## config.mk

```make
export PLATFORM = sky130hd
export DESIGN_NAME = mac_tx_fcs
export DESIGN_NICKNAME = d
export VERILOG_FILES = /design/src/rtl/mac_tx_fcs.sv
export SDC_FILE = /design/constraint.sdc
export NUM_CORES = 1
export LEC_CHECK = 0
export BUFFER_PORTS_ARGS = -buffer_cell sky130_fd_sc_hd__buf_2
export CORE_MARGIN = 2
export CORE_UTILIZATION = 50
export DETAILED_ROUTE_END_ITERATION = 8
export GPL_TIMING_DRIVEN = 0
export PLACE_DENSITY = 0.67
export SYNTH_ARGS = -nofsm -noshare
export SYNTH_HDL_FRONTEND = slang
export SYNTH_SLANG_ARGS = --single-unit
```

## constraint.sdc

```tcl
create_clock -name i_clk -period 3.1 [get_ports i_clk]
set_clock_uncertainty 0.05 [all_clocks]
set_input_delay 0.31 -clock i_clk [delete_from_list [all_inputs] [get_ports i_clk]]
set_output_delay 0.31 -clock i_clk [all_outputs]
set_load 0.02 [all_outputs]
```

## src/rtl/mac_tx_fcs.sv

```systemverilog
// rtl/mac_tx_fcs.sv - byte-wide TX framing: forward frame, zero-pad to minimum, append CRC-32 FCS
module mac_tx_fcs #(
  parameter int          MIN_FRAME_BYTES = 60,
  parameter bit          PAD_ENABLE      = 1'b1,
  parameter logic [31:0] INITIAL_CRC     = 32'hFFFFFFFF
) (
  input  logic       i_clk,
  input  logic       i_reset,
  input  logic [7:0] s_tdata,
  input  logic       s_tvalid,
  input  logic       s_tlast,
  output logic       s_tready,
  output logic [7:0] m_tdata,
  output logic       m_tvalid,
  output logic       m_tlast,
  input  logic       m_tready,
  output logic       o_busy
);

  typedef enum logic [1:0] {ST_DATA, ST_PAD, ST_FCS} state_t;

  localparam logic [16:0] MIN_P1_CMP = 17'(MIN_FRAME_BYTES);
  localparam logic [15:0] MIN_CNT    = 16'(MIN_FRAME_BYTES);

  state_t      state_q, state_d;
  logic [31:0] crc_q, crc_d;
  logic [15:0] count_q, count_d;
  logic [1:0]  idx_q, idx_d;
  logic [7:0]  tdata_d;
  logic        tvalid_d, tlast_d;
  logic        adv;
  logic [15:0] count_inc;
  logic [16:0] count_p1;
  logic [31:0] fcs;
  logic [7:0]  fcs_byte;

  // Reflected CRC-32, one byte per call, LSB first.
  function automatic logic [31:0] crc_byte(input logic [31:0] crc, input logic [7:0] b);
    logic [31:0] c;
    c = crc ^ {24'd0, b};
    for (int i = 0; i < 8; i++) begin
      c = c[0] ? ((c >> 1) ^ 32'hEDB88320) : (c >> 1);
    end
    return c;
  endfunction

  assign adv       = !m_tvalid || m_tready;
  assign count_p1  = {1'b0, count_q} + 17'd1;
  assign count_inc = (count_q == 16'hFFFF) ? count_q : count_p1[15:0];
  assign fcs       = ~crc_q;
  assign o_busy    = (state_q != ST_DATA) || (count_q != 16'd0);

  always_comb begin
    case (idx_q)
      2'd0:    fcs_byte = fcs[7:0];
      2'd1:    fcs_byte = fcs[15:8];
      2'd2:    fcs_byte = fcs[23:16];
      default: fcs_byte = fcs[31:24];
    endcase
  end

  always_comb begin
    state_d  = state_q;
    crc_d    = crc_q;
    count_d  = count_q;
    idx_d    = idx_q;
    tdata_d  = m_tdata;
    tvalid_d = m_tvalid;
    tlast_d  = m_tlast;
    s_tready = 1'b0;
    case (state_q)
      ST_DATA: begin
        s_tready = adv;
        if (s_tvalid && adv) begin
          tdata_d  = s_tdata;
          tvalid_d = 1'b1;
          tlast_d  = 1'b0;
          crc_d    = crc_byte(crc_q, s_tdata);
          count_d  = count_inc;
          if (s_tlast) begin
            idx_d = 2'd0;
            if (PAD_ENABLE && (count_p1 < MIN_P1_CMP)) state_d = ST_PAD;
            else                                       state_d = ST_FCS;
          end
        end else if (adv) begin
          tvalid_d = 1'b0;
          tlast_d  = 1'b0;
        end
      end
      ST_PAD: begin
        if (adv) begin
          tdata_d  = 8'h00;
          tvalid_d = 1'b1;
          tlast_d  = 1'b0;
          crc_d    = crc_byte(crc_q, 8'h00);
          count_d  = count_inc;
          if (count_inc == MIN_CNT) begin
            idx_d   = 2'd0;
            state_d = ST_FCS;
          end
        end
      end
      default: begin
        if (adv) begin
          tdata_d  = fcs_byte;
          tvalid_d = 1'b1;
          tlast_d  = (idx_q == 2'd3);
          idx_d    = idx_q + 2'd1;
          // Last FCS byte re-arms the CRC so the next frame can start without a bubble.
          if (idx_q == 2'd3) begin
            crc_d   = INITIAL_CRC;
            count_d = 16'd0;
            idx_d   = 2'd0;
            state_d = ST_DATA;
          end
        end
      end
    endcase
  end

  always_ff @(posedge i_clk) begin
    if (i_reset) begin
      state_q  <= ST_DATA;
      crc_q    <= INITIAL_CRC;
      count_q  <= 16'd0;
      idx_q    <= 2'd0;
      m_tdata  <= 8'h00;
      m_tvalid <= 1'b0;
      m_tlast  <= 1'b0;
    end else begin
      state_q  <= state_d;
      crc_q    <= crc_d;
      count_q  <= count_d;
      idx_q    <= idx_d;
      m_tdata  <= tdata_d;
      m_tvalid <= tvalid_d;
      m_tlast  <= tlast_d;
    end
  end

endmodule

```

==> summary.txt <==
Logic synthesis
  – Syn Inst Count: 582
  – Total of warnings raised by yosys: 0
  – Fraction of registers with async set/reset: 0
  – Netlist area before placement: 0.00475 sq mm
  – Number of unique standard cell types used by synthesis: 59
  – Per-instance average area after synthesis: 8.16 sq um
  – Number of enable flip-flop cells after synthesis: 0
  – Most frequently used flop master after synthesis: sky130_fd_sc_hd__dfxtp_1
  – Synth Net Count: 601
  – FF+latch count, synth: 62
  – Sequential fraction of the synthesis area: 0.261

Drt
  – Max layer used: met4
  – Aggregate routed wire length: 13,800 microns
  – Routed wire length on met2: 6530 microns
  – Wire length per cell after detailed routing: 18.6 microns
  – Drc violations: 0
  – Final antenna-violating net count: 0
  – Sum of routed wire segments on met1: 6010 microns
  – Pre-Repair DR Iteration Count: 5
  – Vias post-DR: 4,374
  – Amount of wire on met3 after detailed routing: 705 microns
  – Per-cell via count in the routed design: 5.88
  – Initial drt markers: 299

Timing
  – Highest achievable clock rate: 372 MHz
  – Slew at the pin with the worst max-slew slack: 844 ps
  – Share of the cycle needed by the critical path after routing: 0.867
  – Worst hold slack: 155 ps
  – Period minus WS final: 2690 ps
  – Fin. Hold Viols: 0
  – Aggregate negative setup slack: 0 ps
  – Unrepaired setup endpoints after global routing: false
  – Normalized max-slew margin: 0.433
  – Slew Limit Fails: 0
  – Final count of negative-setup-slack endpoints: 0

Worst setup path
  – Endpoint required time on the critical path: 2740 ps
  – Crit path kind: reg -> out
  – Kind of end point of the critical path: output pin
  – Worst path arrival time: 2330 ps
  – Setup crit start kind: flop
  – Largest fanout on the critical path: 10

Clock network
  – Clock root buffer: sky130_fd_sc_hd__clkbuf_8
  – Insertion delay of the later-clocked pin in the worst-skew pair: 350 ps
  – CTS tree: done
  – Setup repair bufs after CTS: 0
  – Clock sink count: 62
  – Post-CTS Hold Fix Bufs: 0
  – Number of buffers between clock root and the deepest sink: 2
  – Depth of the CTS H-tree: 3
  – Clock slew at the register clock pins of the worst setup and hold paths: 80 ps
  – Number of resized instances in the post-cts repair step: 0
  – Number of buffers added by the clock tree synthesis step: 9

Power and ir drop
  – Internal Pwr Total: 0.00305 W
  – Post-route total power: 0.00541 W
  – Part of the total power dissipated in the clock network: 0.136
  – Net load switching power: 0.00236 W
  – Combinational power share: 0.656
  – Power per cell area: 1040 mW/mm^2
  – Leakage power: 1.85 nW
  – Sequential share of power: 0.208
  – VDD IR max: 0.000623 V
  – Net switching share of the total power: 0.437

Outcome
  – Outcome: finished, final reports clean

Floorplan
  – Effective utilization at floorplan: 0.514
  – Overall die area: 0.0103 sq mm
  – Chip Width: 101 microns
  – Placeable core region: 0.00924 sq mm
  – Top-level port count: 25
  – Cell Rows: 35
  – Die Y-Extent: 101 microns

Global routing
  – Number of antenna violations at the first check in global routing: 0
  – Number of global-route vias before repair: 4,169
  – Pin count of the biggest net entering global routing: 13
  – First-pass GRT wire length: 22,000 microns
  – Global-route usage over all layers: 0.281
  – Global-route congestion overflow total: 0

Placed design
  – Post-DP HPWL: 10,100 microns
  – Buffers added on ports: 17
  – Final weighted congestion of routability-driven global placement: 0.936

Cells and area
  – Diode insertion count for antenna repair: 0
  – Share of post-route cells with drive strength above 1: 0.115
  – Number of nets in the finished design: 629
  – P&R area growth vs syn: 9.36%
  – Multi-input combinational cell area: 0.00324 sq mm
  – Reg area: 0.00124 sq mm
  – Fillcell total: 853

Run
  – Count of max-cap constraint violations: 0

Min path
  – Kind of path behind the tightest hold check: in -> reg
-- layout make-up --
cell class	count	share of cell area
timing repair buffer	17	0.0164
clock inverter	7	0.0142
inverter	9	0.00651
sequential	62	0.239
multi-input combinational	460	0.625
tap	129	0.0311
buffer	51	0.0439
clock buffer	9	0.0239
-- layer usage --
metal | vias to the layer above | GRT usage
met4 | 0 | 0.157
li1 | 2086 | -
met2 | 156 | 0.460
met3 | 39 | 0.0373
met1 | 2093 | 0.356
met5 | - | 0
-- flip-flops by register name, indices dropped and copies added (netlist names) --
| register | cells |
|---|---|
| crc_q | 32 |
| m_tvalid | 1 |
| state_q | 2 |
| m_tdata | 8 |
| idx_q | 2 |
| count_q | 16 |
| m_tlast | 1 |
-- metrics by stage --
| stage | cells | utilization | worst slack [ps] | area, sq um |
|---|---|---|---|---|
| 5_1_grt | 744 | 0.562 | 299 | 5190 |
| 2_1_floorplan | 582 | - | 850 | 4750 |
| 4_1_cts | 744 | 0.562 | 430 | 5190 |
| 6_report | 744 | 0.562 | 412 | 5190 |
| 3_3_place_gp | 728 | 0.540 | 581 | 4990 |
| 3_5_place_dp | 728 | 0.540 | 533 | 4990 |
-- placed cells by master, fill, tap and decap left out, types with 10 or more instances in the layout --
master                     synthesis  layout
sky130_fd_sc_hd__xnor2_1          82      82
sky130_fd_sc_hd__dfxtp_1          62      62
sky130_fd_sc_hd__nor2_1           49      49
sky130_fd_sc_hd__xor2_1           38      38
sky130_fd_sc_hd__nand2_1          35      35
sky130_fd_sc_hd__nand2b_1         33      33
sky130_fd_sc_hd__o22ai_1          32      32
sky130_fd_sc_hd__buf_2            14      31
sky130_fd_sc_hd__clkbuf_1         28      28
sky130_fd_sc_hd__a21oi_1          27      27
sky130_fd_sc_hd__nor3_1           19      19
sky130_fd_sc_hd__nor2b_1          11      11
sky130_fd_sc_hd__o21ai_0          10      10
-- power groups by stage --
stage / logic, W / clock network (W) / registers [W]
final: 0.00355 / 0.000736 / 0.00112
after global routing: 0.00384 / 0.000784 / 0.00113
after CTS: 0.00351 / 0.000750 / 0.00112
after detailed placement: 0.00349 / 0 / 0.00113
after global placement: 0.00343 / 0 / 0.00113
after floorplan: 0.00293 / 0 / 0.00110
-- final timing paths --
path,start,endpoint,slack (ps),cells after the start
worst max-delay path,state_q[0]$_SDFFE_PP0P_,o_busy,410,5
worst min-delay path,s_tvalid,m_tvalid$_SDFFE_PP0P_,160,3
worst min register to register,m_tlast$_SDFFE_PP0P_,m_tlast$_SDFFE_PP0P_,410,2
worst max register to register,state_q[0]$_SDFFE_PP0P_,count_q[3]$_SDFFE_PP0P_,530,8
-- Yosys cell counts (3+ instances only) --
| library cell | n | area [sq um] |
|---|---|---|
| sky130_fd_sc_hd__xnor2_1 | 82 | 718 |
| sky130_fd_sc_hd__dfxtp_1 | 62 | 1240 |
| sky130_fd_sc_hd__nor2_1 | 49 | 184 |
| sky130_fd_sc_hd__xor2_1 | 38 | 333 |
| sky130_fd_sc_hd__nand2_1 | 35 | 131 |
| sky130_fd_sc_hd__nand2b_1 | 33 | 206 |
| sky130_fd_sc_hd__o22ai_1 | 32 | 200 |
| sky130_fd_sc_hd__clkbuf_1 | 28 | 105 |
| sky130_fd_sc_hd__a21oi_1 | 27 | 135 |
| sky130_fd_sc_hd__nor3_1 | 19 | 95.1 |
| sky130_fd_sc_hd__buf_2 | 14 | 70.1 |
| sky130_fd_sc_hd__nor2b_1 | 11 | 68.8 |
| sky130_fd_sc_hd__o21ai_0 | 10 | 50.1 |
| sky130_fd_sc_hd__inv_1 | 9 | 33.8 |
| sky130_fd_sc_hd__nand3_1 | 9 | 45.0 |
| sky130_fd_sc_hd__o21ai_1 | 9 | 45.0 |
| sky130_fd_sc_hd__o311ai_0 | 9 | 78.8 |
| sky130_fd_sc_hd__mux2i_1 | 8 | 80.1 |
| sky130_fd_sc_hd__a31oi_1 | 7 | 43.8 |
| sky130_fd_sc_hd__a311oi_1 | 6 | 52.6 |
| sky130_fd_sc_hd__ha_1 | 6 | 75.1 |
| sky130_fd_sc_hd__xnor2_2 | 6 | 97.6 |
| sky130_fd_sc_hd__and3_1 | 5 | 31.3 |
| sky130_fd_sc_hd__buf_1 | 5 | 18.8 |
| sky130_fd_sc_hd__nand4_1 | 5 | 31.3 |
| sky130_fd_sc_hd__o211ai_1 | 5 | 37.5 |
| sky130_fd_sc_hd__o21a_1 | 5 | 37.5 |
| sky130_fd_sc_hd__a22oi_1 | 3 | 22.5 |
| sky130_fd_sc_hd__a41oi_1 | 3 | 26.3 |
| sky130_fd_sc_hd__buf_4 | 3 | 22.5 |
| sky130_fd_sc_hd__o21bai_1 | 3 | 22.5 |
-- worst max-delay path: stages, from the launching register on --
cell and delay (ps):
sky130_fd_sc_hd__dfxtp_1 350, sky130_fd_sc_hd__clkbuf_1 280, sky130_fd_sc_hd__nor2_1 630, sky130_fd_sc_hd__nand4_1 180
sky130_fd_sc_hd__or3_1 380, sky130_fd_sc_hd__buf_2 160
-- kinds of logic after synthesis --
logic type / synth area share
xor gates and xnor gates: 0.262
and+or+nand+nor: 0.198
muxes: 0.0192
buffers and inverters: 0.0551
DFF: 0.261
adders and majority gates: 0.0158
AOI/OAI and AO/OA: 0.188
Note: power is estimated with default switching activity, not from simulation.
